## src/rtl/div_pkg.sv

```systemverilog
// Shared definitions for the sequential signed divider: FSM encodings,
// widths and a magnitude helper used when latching operands.
package div_pkg;

   localparam int unsigned DIV_WIDTH = 32;
   localparam int unsigned DIV_ITERS = 32;

   typedef enum logic [1:0] {
      DIV_IDLE = 2'd0,
      DIV_RUN  = 2'd1,
      DIV_DONE = 2'd2
   } div_state_t;

   // Unsigned magnitude of a two's-complement value; -2^31 maps to 2^31.
   function automatic logic [DIV_WIDTH-1:0] div_mag(input logic [DIV_WIDTH-1:0] v);
      return v[DIV_WIDTH-1] ? -v : v;
   endfunction

endpackage

```

## src/rtl/div_control.sv

```systemverilog
// Divider sequencer: IDLE/RUN/DONE FSM plus the 5-bit iteration counter.
module divControl
   import div_pkg::*;
(
   input  logic clock,
   input  logic reset_n,
   input  logic ctrl_DIV,
   output logic load,
   output logic step,
   output logic finish,
   output logic data_resultRDY
);

   div_state_t  state;
   div_state_t  state_next;
   logic [4:0]  count;
   logic        last;

   always_ff @(posedge clock or negedge reset_n) begin
      if (!reset_n) begin
         state <= DIV_IDLE;
      end else begin
         state <= state_next;
      end
   end

   // A start pulse wins in every state, which gives abort-and-restart in RUN
   // and back-to-back starts in DONE.
   always_comb begin
      state_next = state;
      load       = ctrl_DIV;
      step       = 1'b0;
      finish     = 1'b0;
      case (state)
         DIV_IDLE: begin
            if (ctrl_DIV) state_next = DIV_RUN;
         end
         DIV_RUN: begin
            if (ctrl_DIV) begin
               state_next = DIV_RUN;
            end else if (last) begin
               finish     = 1'b1;
               state_next = DIV_DONE;
            end else begin
               step = 1'b1;
            end
         end
         DIV_DONE: begin
            state_next = ctrl_DIV ? DIV_RUN : DIV_IDLE;
         end
         default: state_next = DIV_IDLE;
      endcase
   end

   // The counter wraps after the final step, so a separate flag records that
   // all iterations are done; the following RUN cycle hands over to DONE.
   always_ff @(posedge clock or negedge reset_n) begin
      if (!reset_n) begin
         count <= '0;
         last  <= 1'b0;
      end else if (load) begin
         count <= '0;
         last  <= 1'b0;
      end else if (step) begin
         count <= count + 5'd1;
         if (count == 5'(DIV_ITERS - 1)) last <= 1'b1;
      end
   end

   assign data_resultRDY = (state == DIV_DONE);

endmodule

```

## src/rtl/div.sv

```systemverilog
// Sequential 32-bit signed restoring divider, one quotient bit per cycle,
// sharing the multiplier's start/ready handshake.
module div
   import div_pkg::*;
#(
   parameter int unsigned WIDTH = DIV_WIDTH
) (
   input  logic             clock,
   input  logic             reset_n,
   input  logic [WIDTH-1:0] data_operandA,
   input  logic [WIDTH-1:0] data_operandB,
   input  logic             ctrl_DIV,
   output logic [WIDTH-1:0] data_result,
   output logic             data_exception,
   output logic             data_resultRDY
);

   logic             load;
   logic             step;
   logic             finish;

   logic [WIDTH-1:0] b_mag;
   logic             neg_q;
   logic             div_zero;
   logic             ovf;
   logic [2*WIDTH:0] rq;
   logic [2*WIDTH:0] rq_shift;
   logic [WIDTH:0]   trial;
   logic [WIDTH-1:0] q;

   divControl u_ctrl (
      .clock          (clock),
      .reset_n        (reset_n),
      .ctrl_DIV       (ctrl_DIV),
      .load           (load),
      .step           (step),
      .finish         (finish),
      .data_resultRDY (data_resultRDY)
   );

   assign rq_shift = rq << 1;
   assign trial    = rq_shift[2*WIDTH:WIDTH] - {1'b0, b_mag};
   assign q        = rq[WIDTH-1:0];

   always_ff @(posedge clock or negedge reset_n) begin
      if (!reset_n) begin
         b_mag    <= '0;
         neg_q    <= 1'b0;
         div_zero <= 1'b0;
         ovf      <= 1'b0;
         rq       <= '0;
      end else if (load) begin
         b_mag    <= div_mag(data_operandB);
         neg_q    <= data_operandA[WIDTH-1] ^ data_operandB[WIDTH-1];
         div_zero <= (data_operandB == '0);
         ovf      <= (data_operandA == {1'b1, {(WIDTH-1){1'b0}}}) && (data_operandB == '1);
         rq       <= {{(WIDTH+1){1'b0}}, div_mag(data_operandA)};
      end else if (step) begin
         if (!trial[WIDTH]) begin
            rq <= {trial, rq_shift[WIDTH-1:1], 1'b1};
         end else begin
            rq <= rq_shift;
         end
      end
   end

   // Overflow needs no special case: |A| / 1 = 2^31 with a positive sign
   // already yields 32'h8000_0000.
   always_ff @(posedge clock or negedge reset_n) begin
      if (!reset_n) begin
         data_result    <= '0;
         data_exception <= 1'b0;
      end else if (finish) begin
         data_result    <= div_zero ? '0 : (neg_q ? -q : q);
         data_exception <= div_zero | ovf;
      end
   end

endmodule

```

## config.mk

```make
export PLATFORM = sky130hd
export DESIGN_NAME = div
export DESIGN_NICKNAME = d
export VERILOG_FILES = /design/src/rtl/div_pkg.sv /design/src/rtl/div_control.sv /design/src/rtl/div.sv
export SDC_FILE = /design/constraint.sdc
export NUM_CORES = 1
export LEC_CHECK = 0
export BUFFER_PORTS_ARGS = -buffer_cell sky130_fd_sc_hd__buf_2
export CORE_ASPECT_RATIO = 1.5
export CORE_MARGIN = 2
export CORE_UTILIZATION = 40
export CTS_CLUSTER_DIAMETER = 150
export DETAILED_ROUTE_END_ITERATION = 16
export MAX_ROUTING_LAYER = met4
export PLACE_DENSITY_LB_ADDON = 0.2
export SLEW_MARGIN = 20
export SYNTH_ARGS = -nofsm -noshare
export SYNTH_HDL_FRONTEND = slang
export SYNTH_HIERARCHICAL = 1
export SYNTH_SLANG_ARGS = --single-unit
```

## constraint.sdc

```tcl
create_clock -name clock -period 3.8 [get_ports clock]
set_input_delay 0.76 -clock clock [delete_from_list [all_inputs] [get_ports clock]]
set_output_delay 0.76 -clock clock [all_outputs]
set_load 0.01 [all_outputs]
```

# Yosys cells after proc, flatten, opt, wreduce, memory -nomap -nowiden
# Index checks and enable logic that the tools add are counted.
# Widths: inputs -> output; s select.
# totals
ff_bits	140
input_bits	67
elab_cells	54
# classes
n_addsub	5
eq_ne	7
muxes	23
n_bitwise	2
n_reduce_logical	7
# op_table
operator	n
$mux 64	3
$mux 32	4
$neg 32->32	3
$eq 32x32->1 const B	2
$sub 33x32->33	1
$logic_not 32->1	1
$mux 1	10
$mux 5	2
$mux 2	3
$pmux 2 s3	1
$add 5x1->5 const B	1
$eq 5x5->1 const B	1
$reduce_and 2->1	2
$reduce_bool 2->1	2
$ne 3x2->1 const B	1
$eq 2x1->1 const B	1
$eq 2x2->1 const B	1
$logic_not 2->1	1
$ne 2x2->1 const B	1
$logic_and 1x1->1	1
$or 1x1->1	1
$xor 1x1->1	1

# Longest topological paths before layout
# Gate-level depths: netlist of the first run.
# depth
depth_word	5
mapped_depth	13
ltp_nobuf	12

# Cells and area by module
# The synthesis of the first run kept the hierarchy.
# modules_own_cells
mod	n_inst	cells_per_inst	area_each_um2
div	1	1073	9336.5
divControl	1	36	409.1

# Worst setup path after synthesis of the first run
# No wires, ideal clock.
# synth_timing
kind	input-to-reg
start	in data_operandA[5]
end	reg rq[27]
setup_time_ns	0.077
t_arrival_ns	2.993
setup_slack_ns	0.730
cell_stages	8
path_buffers	0
cell_sequence	or4_4 or4_4 or3_4 or3_4 o31ai_2 xnor2_1 nand2_1 o21ai_1
# synth_via
elab_chain_len	3
# synth_lines
element	line	rtl
start, declared	div.sv:10	input logic [WIDTH-1:0] data_operandA,
$neg 32->32	div_pkg.sv:16	return v[DIV_WIDTH-1] ? -v : v;
$mux 32	div_pkg.sv:16	
$mux 64	div.sv:52	end else if (load) begin
end signal, assigned	div.sv:57	rq <= {{(WIDTH+1){1'b0}}, div_mag(data_operandA)};
end signal, assigned	div.sv:60	rq <= {trial, rq_shift[WIDTH-1:1], 1'b1};
end signal, assigned	div.sv:62	rq <= rq_shift;
end, declared	div.sv:26	logic [2*WIDTH:0] rq;
# Every way passes these cells.
# A chain may end at the register's enable or synchronous reset.

# Worst setup path in the final report of the first run
# layout_timing
start	reg rq[31]
end	reg rq[34]
# layout_via
elab_chain_len	4
# layout_lines
element	line	rtl
$sub 33x32->33	div.sv:42	assign trial = rq_shift[2*WIDTH:WIDTH] - {1'b0, b_mag};
$mux 64	div.sv:59	if (!trial[WIDTH]) begin
$mux 64	div.sv:58	end else if (step) begin
$mux 64	div.sv:52	
# Every way passes these cells. The select of a mux whose other input is x is not followed.

==> reports/qor.csv, run 1 <==
stage;metric;value;unit
outcome;status;finished, final reports clean;
worst_setup_path;worstReg2RegEnd;rq[34]$_DFFE_PN0P_;
clock_network;numCtsBuffers;17;
yosys;synth_top_area_share;35.95;%
timing;whs;0.3118;ns
pwr;clkPwrFrac;37.7;%
worst_setup_path;worstSetupEndpointType;register;
worst_setup_path;arrival;3.57;ns
clock_network;cts.sink_count;140;
pwr;p_sw_share;32.33;%
clock_network;htreeDepth;4;
cells_and_area;diodes;0;
yosys;yosys.area.top_type;dfrtp_1;
global_route;grt_antenna_before_repair;0;
placed_design;placed_cells;1484;
timing;setup-tns-final;0;ns
yosys;netlist_top_cells_area;dfrtp_1, xor2_1, ha_1;
global_route;grt_max_degree;65;
yosys;synth_area;9746;um2
yosys;yosys_warnings;6;
cells_and_area;mostFrequentLayoutCell;dfrtp_1;
yosys;synth-edff-count;0;
timing;finalClockSkew;0.01313;ns
worst_setup_path;path_max_fanout;7;
timing;final_max_slew_viol_count;0;
global_route;track_usage;20.61;%
cells_and_area;nets;1285;
timing;hold_viol;0;
timing;fin_crit;3.275;ns
routing;drt-pass1-iter-count;5;
global_route;grt-ovfl-total;0;
cells_and_area;syn_to_final_growth;14.32;%
pwr;power_per_cell_area;408.6;nW/um2
clock_network;cts_resized;0;
yosys;async_flop_share;100.0;%
floorplan;die_w;131.4;um
worst_setup_path;cp.required;4.10;ns
pwr;combPwrFrac;23.3;%
worst_setup_path;crit_type;register to register;
clock_network;post-cts-setup-buffers;0;
clock_network;clkLatencyLatePin;0.44;ns
cells_and_area;fin_area;11140;um2
worst_setup_path;r2r_slack;0.53;ns
floorplan;die_area;25650;um2
timing;setup_violations;0;
worst_setup_path;r2r_cells;12;
placed_design;postPlaceCellArea;10540;um2
routing;ant_nets;0;
floorplan;initial_core_util;40.32;%
timing;fmax;0.3053;GHz
pwr;p_leak;0.005094;uW
yosys;ys_types;74;
floorplan;num_io_pins;101;
global_route;grt_pass1_wl;41.85;mm
routing;drc;0;
worst_setup_path;critPathLaunchType;register;
cells_and_area;final_cell_mix;dfrtp_1, nand2_1, buf_2;
yosys;postSynthRegisterBits;140;
global_route;grt_pass1_vias;8133;
hold_path;hold_class;primary input to asynchronous set/reset pin;
timing;tightest_slew;0.9614;ns
yosys;netlist_instances;1109;
routing;wirelength;24.60;mm
placed_design;io_buffers;100;
placed_design;hpwl;18.38;mm
timing;period_share;86.18;%
cells_and_area;final_cells;1516;
yosys;synth-main-ff-cell;dfrtp_1;
pwr;vdd.ir_drop.worst;0.3364;mV
routing;avgViaCountPerCell;5.489;
worst_setup_path;timing.rr.start;rq[31]$_DFFE_PN0P_;
placed_design;gp_congestion;0.9240;
timing;rsz0062_at_grt;no;
routing;vias;8321;
routing;drt_iter0_markers;478;
floorplan;die_height;195.2;um
floorplan;core-area;24170;um2
yosys;synth_area_per_cell;8.788;um2
cells_and_area;nFillCells;2427;
floorplan;rows;70;
run;cap_violations;0;
clock_network;clockBufferDepth;2;
routing;wl_per_cell;16.23;um
pwr;p_switching;1472;uW
pwr;cellInternalPower;3081;uW
pwr;seq_power_share;39.0;%
clock_network;clk_root_buffer_cell;clkbuf_16;
cells_and_area;layout-drive-gt1-share;14.51;%
yosys;synth-seq-area-share;35.95;%
clock_network;cts.clk_slew.worst_paths;0.06;ns
timing;max-slew-margin-rel;35.91;%
clock_network;cts_hold_buf;0;
clock_network;cts_tree;done;
yosys;synth_nets;1215;
-- worst max-delay path by stage --
stage / slack [ns] / from / to / depth (start not counted)
finish: 0.53 / rq[31]$_DFFE_PN0P_ / rq[34]$_DFFE_PN0P_ / 12
global route: 0.39 / rq[31]$_DFFE_PN0P_ / rq[34]$_DFFE_PN0P_ / 12
CTS: 0.54 / rq[31]$_DFFE_PN0P_ / rq[34]$_DFFE_PN0P_ / 12
detailed placement: 0.42 / data_operandA[5] / rq[30]$_DFFE_PN0P_ / 9
global placement: 0.46 / data_operandA[5] / rq[30]$_DFFE_PN0P_ / 9
floorplan: 0.73 / data_operandA[5] / rq[27]$_DFFE_PN0P_ / 8
-- power groups by stage --
stage / clock [uW] / combinational, uW / sequential (uW)
final: 1710 / 1060 / 1780
after global routing: 1810 / 1200 / 1800
after CTS: 1760 / 1070 / 1780
after detailed placement: 0 / 1060 / 1800
after global placement: 0 / 1060 / 1800
after floorplan: 0 / 766 / 1770
-- Yosys cell counts (24+ instances only) --
cell type,instances
dfrtp_1,140
nand2_1,100
nor2_1,85
a21oi_1,76
o21ai_0,69
xor2_1,67
inv_1,54
clkbuf_1,51
xnor2_1,50
ha_1,38
mux2i_1,37
o31ai_1,35
o2bb2ai_1,25
a211oi_1,24
-- per-layer routing --
layer	up-vias	share of wire, %	GRT usage, %
met2	151	51	35.68
li1	4174	-	-
met1	3964	44	24.77
met4	0	1.8	6.683
met5	-	0	-
met3	32	2.6	2.856
-- state kept, by name, summed over array words and instances (netlist names) --
register	cells
rq	64
b_mag	32
data_result	32
u_ctrl/count	5
u_ctrl/state	2
data_exception	1
div_zero	1
neg_q	1
ovf	1
u_ctrl/last	1
-- area by class of cell --
cell class | instances | area (um2) | share of cell area (%)
clock buffer | 18 | 439.2 | 3.942
sequential | 140 | 3503 | 31.45
inverter | 54 | 202.7 | 1.819
tap | 324 | 405.4 | 3.639
multi-input combinational | 852 | 5803 | 52.09
clock inverter | 14 | 160.2 | 1.438
timing repair buffer | 114 | 626.9 | 5.627
-- worst max-delay path, cell delays in order (launching register included) --
cell	delay (ns)
dfrtp_1	0.38
inv_1	0.16
ha_1	0.19
inv_1	0.05
fa_1	0.41
a211o_1	0.35
a21bo_2	0.23
nand2b_1	0.17
a2111o_1	0.20
o211a_1	0.42
mux2_2	0.39
mux2i_1	0.14
nor2_1	0.05
-- metrics by stage --
| stage | power [uW] | utilization [%] | worst slack, ns |
|---|---|---|---|
| after CTS | 4602 | 46.09 | 0.5376 |
| after detailed placement | 2862 | 43.61 | 0.4196 |
| after global routing | 4816 | 46.09 | 0.3925 |
| final | 4553 | 46.09 | 0.5250 |
| after global placement | 2853 | 43.61 | 0.4586 |
| after floorplan | 2537 | - | 0.7305 |
-- cell families after synthesis --
kind of cell               Yosys count  synth area share [%]
buffers and inverters              117                 4.583
xor gates and xnor gates           117                 10.51
and+or+nand+nor                    325                 16.75
AOI/OAI and AO/OA                  331                 22.97
muxes                               40                 4.147
DFF                                140                 35.95
adders and majority gates           39                 5.084
Power figures use the tool's default switching activity.
==> run 2: changes to the inputs <==
ABC_AREA = 1   (was default)
CORE_ASPECT_RATIO = 1.1   (was 1.5)
==> run 2 against run 1 <==
First-iteration DRC count is 71% higher. Largest cell class unchanged. Final cell count is 52% higher. Core utilization is 0.60 points lower. Via count is 40% higher.
==> reports/qor.csv, run 2 <==
stage;metric;value;unit
placed_design;gp_congestion;0.9518;
timing;fmax;0.3717;GHz
yosys;ys_types;54;
yosys;netlist_top_cells_area;dfrtp_1, nand2_1, inv_1;
pwr;power_per_cell_area;339.4;nW/um2
global_route;grt-ovfl-total;0;
floorplan;core-area;28460;um2
yosys;synth-seq-area-share;30.51;%
hold_path;hold_class;primary input to asynchronous set/reset pin;
worst_setup_path;path_common_cell;nand2_1;
pwr;vdd.ir_drop.worst;0.2872;mV
worst_setup_path;max_stage_delay;0.44;ns
cells_and_area;multiInputGateArea;6593;um2
worst_setup_path;startpoint;rq[31]$_DFFE_PN0P_;
timing;finalClockSkew;0.01057;ns
yosys;synth-edff-count;0;
timing;rsz0062_at_grt;no;
cells_and_area;seqCellArea;3503;um2
clock_network;post-cts-setup-buffers;0;
yosys;synth_area;11480;um2
yosys;synth_common_cells;nand2_1, inv_1, nor2_1;
worst_setup_path;crit_family;simple AND/OR/NAND/NOR gates;
global_route;track_usage;24.94;%
timing;setup-tns-final;0;ns
timing;fin_crit;2.690;ns
floorplan;initial_core_util;40.34;%
worst_setup_path;timing.rr.start;rq[31]$_DFFE_PN0P_;
worst_setup_path;cp.required;4.11;ns
clock_network;numCtsBuffers;17;
clock_network;cts.sink_count;140;
routing;wl_per_cell;15.31;um
timing;final_max_slew_viol_count;0;
clock_network;cts_tree;done;
clock_network;cts_resized;0;
placed_design;hpwl;27.52;mm
worst_setup_path;r2r_cells;16;
worst_setup_path;worstSetupEndpointType;register;
timing;whs;0.3513;ns
routing;drt_iter0_markers;817;
clock_network;clk_root_buffer_cell;clkbuf_16;
worst_setup_path;crit_chain;inv_1, ha_1, inv_1, fa_1, nand2_1, nand2_1, nand3_2, nand2_2, nand2_2, nand2_2, nand2_4, nand3_2, nand2_4, nand2_1, nand3_1, nand2_1;
cells_and_area;mostFrequentLayoutCell;nand2_1;
worst_setup_path;crit_end;rq[45]$_DFFE_PN0P_;
timing;setup_violations;0;
yosys;postSynthRegisterBits;140;
worst_setup_path;worstReg2RegEnd;rq[45]$_DFFE_PN0P_;
worst_setup_path;path_depth;16;
floorplan;rows;65;
cells_and_area;layout-drive-gt1-share;10.78;%
timing;hold_viol;0;
yosys;synth-main-ff-cell;dfrtp_1;
cells_and_area;largest_register;rq;
floorplan;die_area;30080;um2
yosys;yosys_warnings;6;
outcome;status;finished, final reports clean;
timing;period_share;70.80;%
worst_setup_path;critPathLaunchType;register;
cells_and_area;reg.largest.list;rq: 64 flops, b_mag: 32 flops, data_result: 32 flops;
yosys;netlist_instances;1834;
worst_setup_path;path_buf_inv;2;
pwr;p_leak;0.007206;uW
worst_setup_path;crit_type;register to register;
worst_setup_path;r2r_slack;1.11;ns
cells_and_area;syn_to_final_growth;12.75;%
cells_and_area;nFillCells;3052;
worst_setup_path;arrival;3.00;ns
timing;tightest_slew;0.8026;ns
yosys;yosys.area.top_type;dfrtp_1;
clock_network;htreeDepth;4;
yosys;synth_nets;1940;
global_route;grt_antenna_before_repair;0;
cells_and_area;final_cell_mix;nand2_1, inv_1, nor2_1;
worst_setup_path;critPathSlowestCell;fa_1;
yosys;synth_most_common_cell;nand2_1;
global_route;grt_pass1_wl;57.04;mm
routing;drc;0;
floorplan;die_w;165.6;um
global_route;grt_max_degree;77;
run;cap_violations;0;
floorplan;die_height;181.7;um
routing;wirelength;35.16;mm
clock_network;clkLatencyLatePin;0.44;ns
clock_network;cts.clk_slew.worst_paths;0.07;ns
timing;max-slew-margin-rel;46.43;%
yosys;async_flop_share;100.0;%
routing;ant_nets;0;
cells_and_area;nets;2023;
clock_network;cts_hold_buf;0;
routing;avgViaCountPerCell;5.086;
cells_and_area;largest_register_ffs;64;
yosys;synth_top_area_share;30.51;%
cells_and_area;diodes;0;
worst_setup_path;path_max_fanout;31;
global_route;grt_pass1_vias;11119;
routing;drt-pass1-iter-count;6;
floorplan;num_io_pins;101;
placed_design;io_buffers;100;
yosys;synth_area_per_cell;6.261;um2
clock_network;clockBufferDepth;2;
routing;vias;11683;
-- run 2: cell count changes in the layout (fill, tap and decap cells not counted), sizes merged, moves of 13 or more --
| cell | delta |
|---|---|
| a21oi | -29 |
| nand3 | +129 |
| a211oi | -24 |
| o21ai | +70 |
| inv | +246 |
| nand2 | +546 |
| nor2 | +71 |
| o31ai | -35 |
| mux2i | -37 |
| o2bb2ai | -25 |
| xnor2 | -40 |
| or4 | -13 |
| xor2 | -13 |
| o41ai | -13 |
-- run 2: through the flow --
stage	cells	utilization [%]	power (uW)	worst slack, ns	instance area, um2
after global routing	2297	45.49	4613	0.8864	12950
after detailed placement	2266	43.25	2564	0.9388	12310
after CTS	2297	45.49	4408	1.089	12950
final	2297	45.49	4394	1.110	12950
after global placement	2266	43.25	2557	0.9355	12310
after floorplan	1834	-	2245	1.609	11480
-- run 2: worst min-delay path by stage --
| stage | startpoint | to | slack, ns | depth (start not counted) |
|---|---|---|---|---|
| after floorplan | b_mag[30]$_DFFE_PN0P_ | b_mag[30]$_DFFE_PN0P_ | 0.45 | 2 |
| after global placement | data_result[12]$_DFFE_PN0P_ | data_result[12]$_DFFE_PN0P_ | 0.47 | 2 |
| after detailed placement | data_result[12]$_DFFE_PN0P_ | data_result[12]$_DFFE_PN0P_ | 0.46 | 2 |
| after CTS | reset_n | data_result[6]$_DFFE_PN0P_ | 0.39 | 1 |
| after global routing | reset_n | data_result[7]$_DFFE_PN0P_ | 0.41 | 1 |
| final | reset_n | data_result[6]$_DFFE_PN0P_ | 0.35 | 1 |
-- run 2: kinds of logic (layout without fill, tap and decap cells) --
group                    after synthesis  count (layout)  share of synthesized area [%]
AO/OA/AOI/OAI                        219             219                          10.30
buffers and inverters                352             447                          12.15
XOR/XNOR                              64              64                          4.881
adder cells (fa/ha/maj)               39              39                          4.315
AND/OR/NAND/NOR                     1020            1020                          37.85
flip-flops                           140             140                          30.51
-- run 2: final cells by class --
type                    count  share of cell area (%)
multi-input cells        1342                   50.92
inverters                 303                   8.784
repair buffers            113                   4.764
clock inverters            12                   1.421
flip-flops and latches    140                   27.06
well taps                 368                   3.556
clock buffers              19                   3.498
-- run 2: layer usage --
metal	GRT usage, %	part of all wire, %	vias to the layer above
li1	-	-	5890
met1	35.73	49	5414
met2	36.37	44	321
met5	-	0	-
met3	3.563	5.2	58
met4	7.586	2.3	0
-- run 2: power by group --
part           leakage, uW  switching, uW  internal (uW)  total, uW
clock             0.000307            708           1140       1850
sequential         0.00181           71.6           1580       1650
combinational      0.00509            626            271        897
